--- config.mk ---
export PLATFORM = sky130hd
export DESIGN_NAME = egg_timer_sequencer
export DESIGN_NICKNAME = d
export VERILOG_FILES = /design/src/rtl/egg_timer_pkg.sv /design/src/rtl/egg_timer_sequencer_tick_prescaler.sv /design/src/rtl/egg_timer_sequencer.sv
export SDC_FILE = /design/constraint.sdc
export NUM_CORES = 1
export LEC_CHECK = 0
export ABC_AREA = 1
export CAP_MARGIN = 15
export CORE_MARGIN = 5
export CORE_UTILIZATION = 45
export DETAILED_ROUTE_END_ITERATION = 10
export GPL_ROUTABILITY_DRIVEN = 0
export PLACE_DENSITY = 0.66
export SLEW_MARGIN = 0
export SYNTH_ARGS = -nofsm -noshare
export SYNTH_HDL_FRONTEND = slang
export SYNTH_HIERARCHICAL = 1
export SYNTH_SLANG_ARGS = --single-unit
export TNS_END_PERCENT = 20
--- constraint.sdc ---
create_clock -name clk -period 3.1 [get_ports clk]
set_input_delay 0.31 -clock clk [delete_from_list [all_inputs] [get_ports clk]]
set_output_delay 0.31 -clock clk [all_outputs]
set_load 0.01 [all_outputs]
--- src/rtl/egg_timer_pkg.sv ---
// Shared definitions for the egg-timer datapath: state encoding, default
// dividers and a counter-width helper used by the prescalers.
package egg_timer_pkg;

    typedef enum logic [2:0] {
        ST_INIT    = 3'd0,
        ST_SET_SEC = 3'd1,
        ST_SET_MIN = 3'd2,
        ST_RUN     = 3'd3,
        ST_PAUSE   = 3'd4,
        ST_FLASH   = 3'd5
    } state_t;

    localparam int DEFAULT_TICK_DIV      = 50_000_000;
    localparam int DEFAULT_FLASH_DIV     = 12_500_000;
    localparam int DEFAULT_FLASH_TIMEOUT = 10;

    // A divider of 1 still needs a one-bit counter to elaborate cleanly.
    function automatic int cnt_width(input int div);
        return (div > 1) ? $clog2(div) : 1;
    endfunction

endpackage

--- src/rtl/egg_timer_sequencer_tick_prescaler.sv ---
// tick_prescaler: counts enabled cycles 0..DIV-1 and flags the terminal
// count combinationally; clr restarts the count without producing a tick.
module tick_prescaler
    import egg_timer_pkg::*;
#(
    parameter int DIV = 4
) (
    input  logic clk,
    input  logic reset,
    input  logic clr,
    input  logic en,
    output logic tick
);

    localparam int             W    = cnt_width(DIV);
    localparam logic [W-1:0]   LAST = W'(DIV - 1);

    logic [W-1:0] count_reg;

    always_ff @(posedge clk) begin
        if (reset || clr) begin
            count_reg <= '0;
        end else if (en) begin
            count_reg <= (count_reg == LAST) ? '0 : count_reg + 1'b1;
        end
    end

    assign tick = en & ~clr & (count_reg == LAST);

endmodule

--- src/rtl/egg_timer_sequencer.sv ---
// Egg-timer control FSM: key edge detection, setting/run strobes, 1 Hz
// countdown pulses and alarm LED blink. Optional FLASH auto-timeout: EGG_FLASH_TIMEOUT_EN.
module egg_timer_sequencer
    import egg_timer_pkg::*;
#(
    parameter int TICK_DIV  = DEFAULT_TICK_DIV,
    parameter int FLASH_DIV = DEFAULT_FLASH_DIV
`ifdef EGG_FLASH_TIMEOUT_EN
    ,
    parameter int FLASH_TIMEOUT = DEFAULT_FLASH_TIMEOUT
`endif
) (
    input  logic       clk,
    input  logic       reset,
    input  logic       key_set,
    input  logic       key_run,
    input  logic       count_zero,
    output logic [2:0] state,
    output logic       load_sec,
    output logic       load_min,
    output logic       load_run,
    output logic       dec_pulse,
    output logic       led_flash
);

    state_t     state_reg, state_next;
    logic [1:0] key_lvl, key_q_reg, key_press;
    logic       set_press, run_press;
    logic       load_run_reg, load_run_next;
    logic       dec_pulse_reg, dec_pulse_next;
    logic       led_flash_reg, led_flash_next;
    logic       run_clr, run_en, run_tick;
    logic       flash_clr, flash_en, flash_tick;

    // Bit 0 = set key, bit 1 = run key; a held key produces one press only.
    assign key_lvl = {key_run, key_set};

    generate
        for (genvar gi = 0; gi < 2; gi++) begin : g_key_edge
            assign key_press[gi] = key_lvl[gi] & ~key_q_reg[gi];
        end
    endgenerate

    assign set_press = key_press[0];
    assign run_press = key_press[1];

`ifdef EGG_FLASH_TIMEOUT_EN
    logic sec_tick, timeout_tick;

    tick_prescaler #(.DIV(TICK_DIV)) u_flash_sec (
        .clk   (clk),
        .reset (reset),
        .clr   (flash_clr),
        .en    (flash_en),
        .tick  (sec_tick)
    );

    tick_prescaler #(.DIV(FLASH_TIMEOUT)) u_flash_timeout (
        .clk   (clk),
        .reset (reset),
        .clr   (flash_clr),
        .en    (sec_tick),
        .tick  (timeout_tick)
    );
`endif

    always_comb begin
        state_next = state_reg;
        case (state_reg)
            ST_INIT:    if (set_press) state_next = ST_SET_SEC;
            ST_SET_SEC: if (set_press) state_next = ST_SET_MIN;
            ST_SET_MIN: begin
                if (set_press)      state_next = ST_SET_SEC;
                else if (run_press) state_next = ST_RUN;
            end
            ST_RUN: begin
                // Reaching zero beats a pause request; set is meaningless here.
                if (count_zero)     state_next = ST_FLASH;
                else if (run_press) state_next = ST_PAUSE;
            end
            ST_PAUSE: begin
                if (set_press)      state_next = ST_SET_SEC;
                else if (run_press) state_next = ST_RUN;
            end
            ST_FLASH: begin
                if (set_press) state_next = ST_INIT;
`ifdef EGG_FLASH_TIMEOUT_EN
                else if (timeout_tick) state_next = ST_INIT;
`endif
            end
            default: state_next = ST_INIT;
        endcase
    end

    // The countdown prescaler only restarts on a fresh run from SET_MIN, so
    // PAUSE -> RUN resumes part-way through the current second.
    assign run_clr   = (state_reg == ST_SET_MIN) && (state_next == ST_RUN);
    assign run_en    = (state_reg == ST_RUN);
    assign flash_clr = (state_reg != ST_FLASH) && (state_next == ST_FLASH);
    assign flash_en  = (state_reg == ST_FLASH);

    tick_prescaler #(.DIV(TICK_DIV)) u_run_tick (
        .clk   (clk),
        .reset (reset),
        .clr   (run_clr),
        .en    (run_en),
        .tick  (run_tick)
    );

    tick_prescaler #(.DIV(FLASH_DIV)) u_flash_tick (
        .clk   (clk),
        .reset (reset),
        .clr   (flash_clr),
        .en    (flash_en),
        .tick  (flash_tick)
    );

    always_comb begin
        load_run_next  = run_clr;
        dec_pulse_next = run_tick && (state_next == ST_RUN);
        led_flash_next = 1'b0;
        if (state_next == ST_FLASH) begin
            led_flash_next = flash_clr ? 1'b1 : (led_flash_reg ^ flash_tick);
        end
    end

    always_ff @(posedge clk) begin
        if (reset) begin
            state_reg     <= ST_INIT;
            key_q_reg     <= '0;
            load_run_reg  <= 1'b0;
            dec_pulse_reg <= 1'b0;
            led_flash_reg <= 1'b0;
        end else begin
            state_reg     <= state_next;
            key_q_reg     <= key_lvl;
            load_run_reg  <= load_run_next;
            dec_pulse_reg <= dec_pulse_next;
            led_flash_reg <= led_flash_next;
        end
    end

    assign state     = state_reg;
    assign load_sec  = (state_reg == ST_SET_SEC);
    assign load_min  = (state_reg == ST_SET_MIN);
    assign load_run  = load_run_reg;
    assign dec_pulse = dec_pulse_reg;
    assign led_flash = led_flash_reg;

endmodule

==> results by group <==
Global route
  • Total gr overflow: 0
  • Initial antenna violation count: 0
  • Pin count of the biggest net entering global routing: 18
  • Gr usage total: about 17%
  • Number of global-route vias before repair: 3,039
  • First-pass GRT wire length: ~13,000 µm

STA
  • Unrepaired setup endpoints after global routing: no
  • Post-route setup TNS: 0 ns
  • Tightest Pin Transition: ~0.57 ns
  • Max frequency: between 400 and 500 MHz
  • Final setup fails: 0
  • Final Hold Vio Count: 0
  • Period utilization: a little over 70%
  • Slew Limit Fails: 0
  • Fin crit period: between 2 and 2.5 ns
  • Clk_skew: roughly 0.011 ns
  • Max-slew headroom: 62.2%

Final layout
  • Antenna fix cells: 0
  • Share of cells above drive strength 1: between 10% and 20%
  • P&R area growth vs syn: 11.9%
  • Final nets: about 550
  • Flip-flop count of the largest register after layout: 26
  • Filler cell count: a little under 800
  • Final core occ: 50.9%

Clocking
  • CTS tree: yes
  • PostCTS Resize Cnt: 0
  • Reg clk slew, reported paths: 0.07 ns
  • Number of buffers created by CTS: 9
  • # H-tree levels: 3
  • Worst-skew pair later-pin latency: 0.34 ns
  • Max clock buf depth: 2
  • Root buffer cell: clkbuf_8
  • Setup Fix Bufs, Post-CTS: 0
  • Hold-fix buffers, CTS: 0
  • Clock sinks: 58

Routing
  • DRC Markers: 0
  • Post-DRT Antenna Nets: 0
  • First-pass DRT Iterations: 4
  • Final WL: approximately 7700 µm
  • Vias/cell: 5.00
  • Avg WL per Cell: about 12 µm
  • DR vias: around 3,200
  • Iteration-0 DRC Markers: ~160

Synth
  • Synthesis Warnings: 6
  • Post-synthesis sequential area ratio: around a third
  • Main flop type after synthesis: dfxtp_1
  • FF+latch count, synth: a little under 60
  • Syn Area/Cell: roughly 6.6 µm²
  • Mapped Area: about 3500 µm²
  • Syn_nets: about 530
  • Post-synthesis cell count: 521
  • EDFF count, synth: 0
  • FFs w/ async S/R, synth: 0%
  • Unique cell type count in the Yosys netlist: 37

Min path
  • Hold WC Path Type: flip-flop to flip-flop

Floorplan
  • DIE HEIGHT: just under 100 µm
  • Die width: about 98 µm
  • IO Count: 13
  • # rows: 32
  • Initial Utilization: a little under half
  • CORE AREA: roughly 7600 µm²
  • Die Footprint: ~9500 µm²

Placed design
  • Post-DP HPWL: approximately 5800 µm
  • IO buf count: 12

Setup path
  • Crit Path Class: flip-flop to flip-flop
  • Cell at the slowest stage of the critical path: dfxtp_1
  • Cell Chain, Critical Path: nand3_2 -> inv_2 -> nand2_2 -> nand2_2 -> nor2_4 -> nand3_2 -> nor2_1 -> nor2_2 -> inv_2 -> nor3b_1
  • Largest stage delay, worst path: approximately 0.53 ns
  • Crit Path Max Fanout: 17
  • CP required: around 3.4 ns
  • Worst EP arrival: ~2.5 ns
  • Worst setup EP type: flip-flop
  • Startpoint Class: flip-flop

Run
  • Max-cap viol count: 0

Power
  • Switch share: approximately a quarter
  • Max VDD drop: between 0.2 and 0.25 mV
  • LEAKAGE: about 1.6 nW
  • Pint: between 0.001 and 0.0015 W
  • Clock share of power: 43.4%
  • Sw Pwr: roughly 0.00037 W
  • PwrDens: 383 nW/µm²
  • Seq pwr share: a little over 50%
  • Comb power frac: 5.6%

Run status
  • Status: finished clean
[area by class of cell]
| class | count | area (µm²) | area share, % |
|---|---|---|---|
| clock inverter | 4 | 26.3 | 0.678 |
| clock buffer | 12 | 155 | 4.01 |
| sequential | 58 | 1160 | 30.0 |
| tap | 102 | 128 | 3.29 |
| multi-input combinational | 391 | 2020 | 52.2 |
| inverter | 68 | 255 | 6.59 |
| timing repair buffer | 13 | 128 | 3.29 |
[worst paths after layout]
| kind | endpoint | slack (ns) | cells after the start | from |
|---|---|---|---|---|
| setup / recovery | u_flash_tick/count_reg[6]$_SDFFE_PP0P_ | 0.84 | 10 | state[0]$_SDFF_PP0_ |
| hold / removal | u_run_tick/count_reg[14]$_SDFFE_PP0P_ | 0.48 | 2 | u_run_tick/count_reg[14]$_SDFFE_PP0P_ |
| setup reg to reg | u_flash_tick/count_reg[6]$_SDFFE_PP0P_ | 0.84 | 10 | state[0]$_SDFF_PP0_ |
| hold reg to reg | u_run_tick/count_reg[14]$_SDFFE_PP0P_ | 0.48 | 2 | u_run_tick/count_reg[14]$_SDFFE_PP0P_ |
[power groups by stage]
stage | Combinational [W] | Clock, W | Sequential [W]
after floorplan | 0.0000549 | 0 | 0.000772
after CTS | 0.0000846 | 0.000667 | 0.000755
after global placement | 0.0000842 | 0 | 0.000772
after global routing | 0.0000931 | 0.000711 | 0.000755
after detailed placement | 0.0000841 | 0 | 0.000772
final | 0.0000835 | 0.000643 | 0.000755
[logic make-up after synthesis]
family,count (synthesis),share of synthesized area [%]
buffers and inverters,72,8.06
AND/OR/NAND/NOR,344,48.3
adder cells (fa/ha/maj),3,1.08
AO/OA/AOI/OAI,25,4.16
flip-flops,58,33.6
multiplexers,2,0.578
XOR/XNOR,17,4.30
[metal layers]
layer / track usage, % / up-vias / share of wire (%)
met5: 0 / - / 0
met4: 6.60 / 0 / 1.6
met3: 4.45 / 9 / 3.3
met2: 28.1 / 51 / 47
met1: 21.1 / 1480 / 48
li1: - / 1697 / -
[Yosys cell counts (2+ instances only)]
| library cell | count | share of area, % |
|---|---|---|
| nand2_1 | 108 | 12 |
| nor2_1 | 103 | 11 |
| inv_1 | 61 | 6.6 |
| nand3_1 | 59 | 8.5 |
| dfxtp_1 | 58 | 34 |
| nor2_2 | 15 | 2.7 |
| nand4_1 | 14 | 2.5 |
| a21oi_1 | 13 | 1.9 |
| nand2_2 | 12 | 2.2 |
| xor2_1 | 12 | 3.0 |
| nor2_4 | 9 | 2.9 |
| inv_2 | 7 | 0.76 |
| nand3_2 | 6 | 1.7 |
| nor3_1 | 6 | 0.87 |
| xnor2_1 | 5 | 1.3 |
| ha_1 | 3 | 1.1 |
| nand3_4 | 3 | 1.5 |
| o21ai_0 | 3 | 0.43 |
| a31oi_1 | 2 | 0.36 |
| and2_1 | 2 | 0.36 |
| buf_4 | 2 | 0.43 |
| mux2i_1 | 2 | 0.58 |
| nand2_4 | 2 | 0.65 |
[metrics by stage]
| step | power [W] | instances | area, µm² | worst slack, ns | hold slack [ns] |
|---|---|---|---|---|---|
| 6_report | 0.00148 | 648 | 3870 | 0.845 | 0.483 |
| 5_1_grt | 0.00156 | 648 | 3870 | 0.646 | 0.526 |
| 4_1_cts | 0.00151 | 648 | 3870 | 0.827 | 0.481 |
| 3_5_place_dp | 0.000856 | 632 | 3690 | 0.661 | 0.465 |
| 3_3_place_gp | 0.000856 | 632 | 3690 | 0.742 | 0.450 |
| 2_1_floorplan | 0.000827 | 521 | 3460 | 1.30 | 0.381 |
[worst max-delay path: cells and delay by family, from the launching register on]
kind / cells / cell delay, ns
buffers and inverters: 2 / 0.46
flip-flops: 1 / 0.53
AND/OR/NAND/NOR: 8 / 1.20
[placed cells by master (no fill, tap or decap), types with 2 or more instances in the layout]
cell	n
a21oi_1	13
a31oi_1	2
and2_1	2
clkbuf_8	11
clkdlybuf4s50_1	12
clkinv_2	2
dfxtp_1	58
ha_1	3
inv_1	61
inv_2	7
mux2i_1	2
nand2_1	108
nand2_2	12
nand2_4	2
nand3_1	59
nand3_2	6
nand3_4	3
nand4_1	14
nor2_1	103
nor2_2	15
nor2_4	9
nor3_1	6
o21ai_0	3
xnor2_1	5
xor2_1	12
Power figures use the tool's default switching activity.
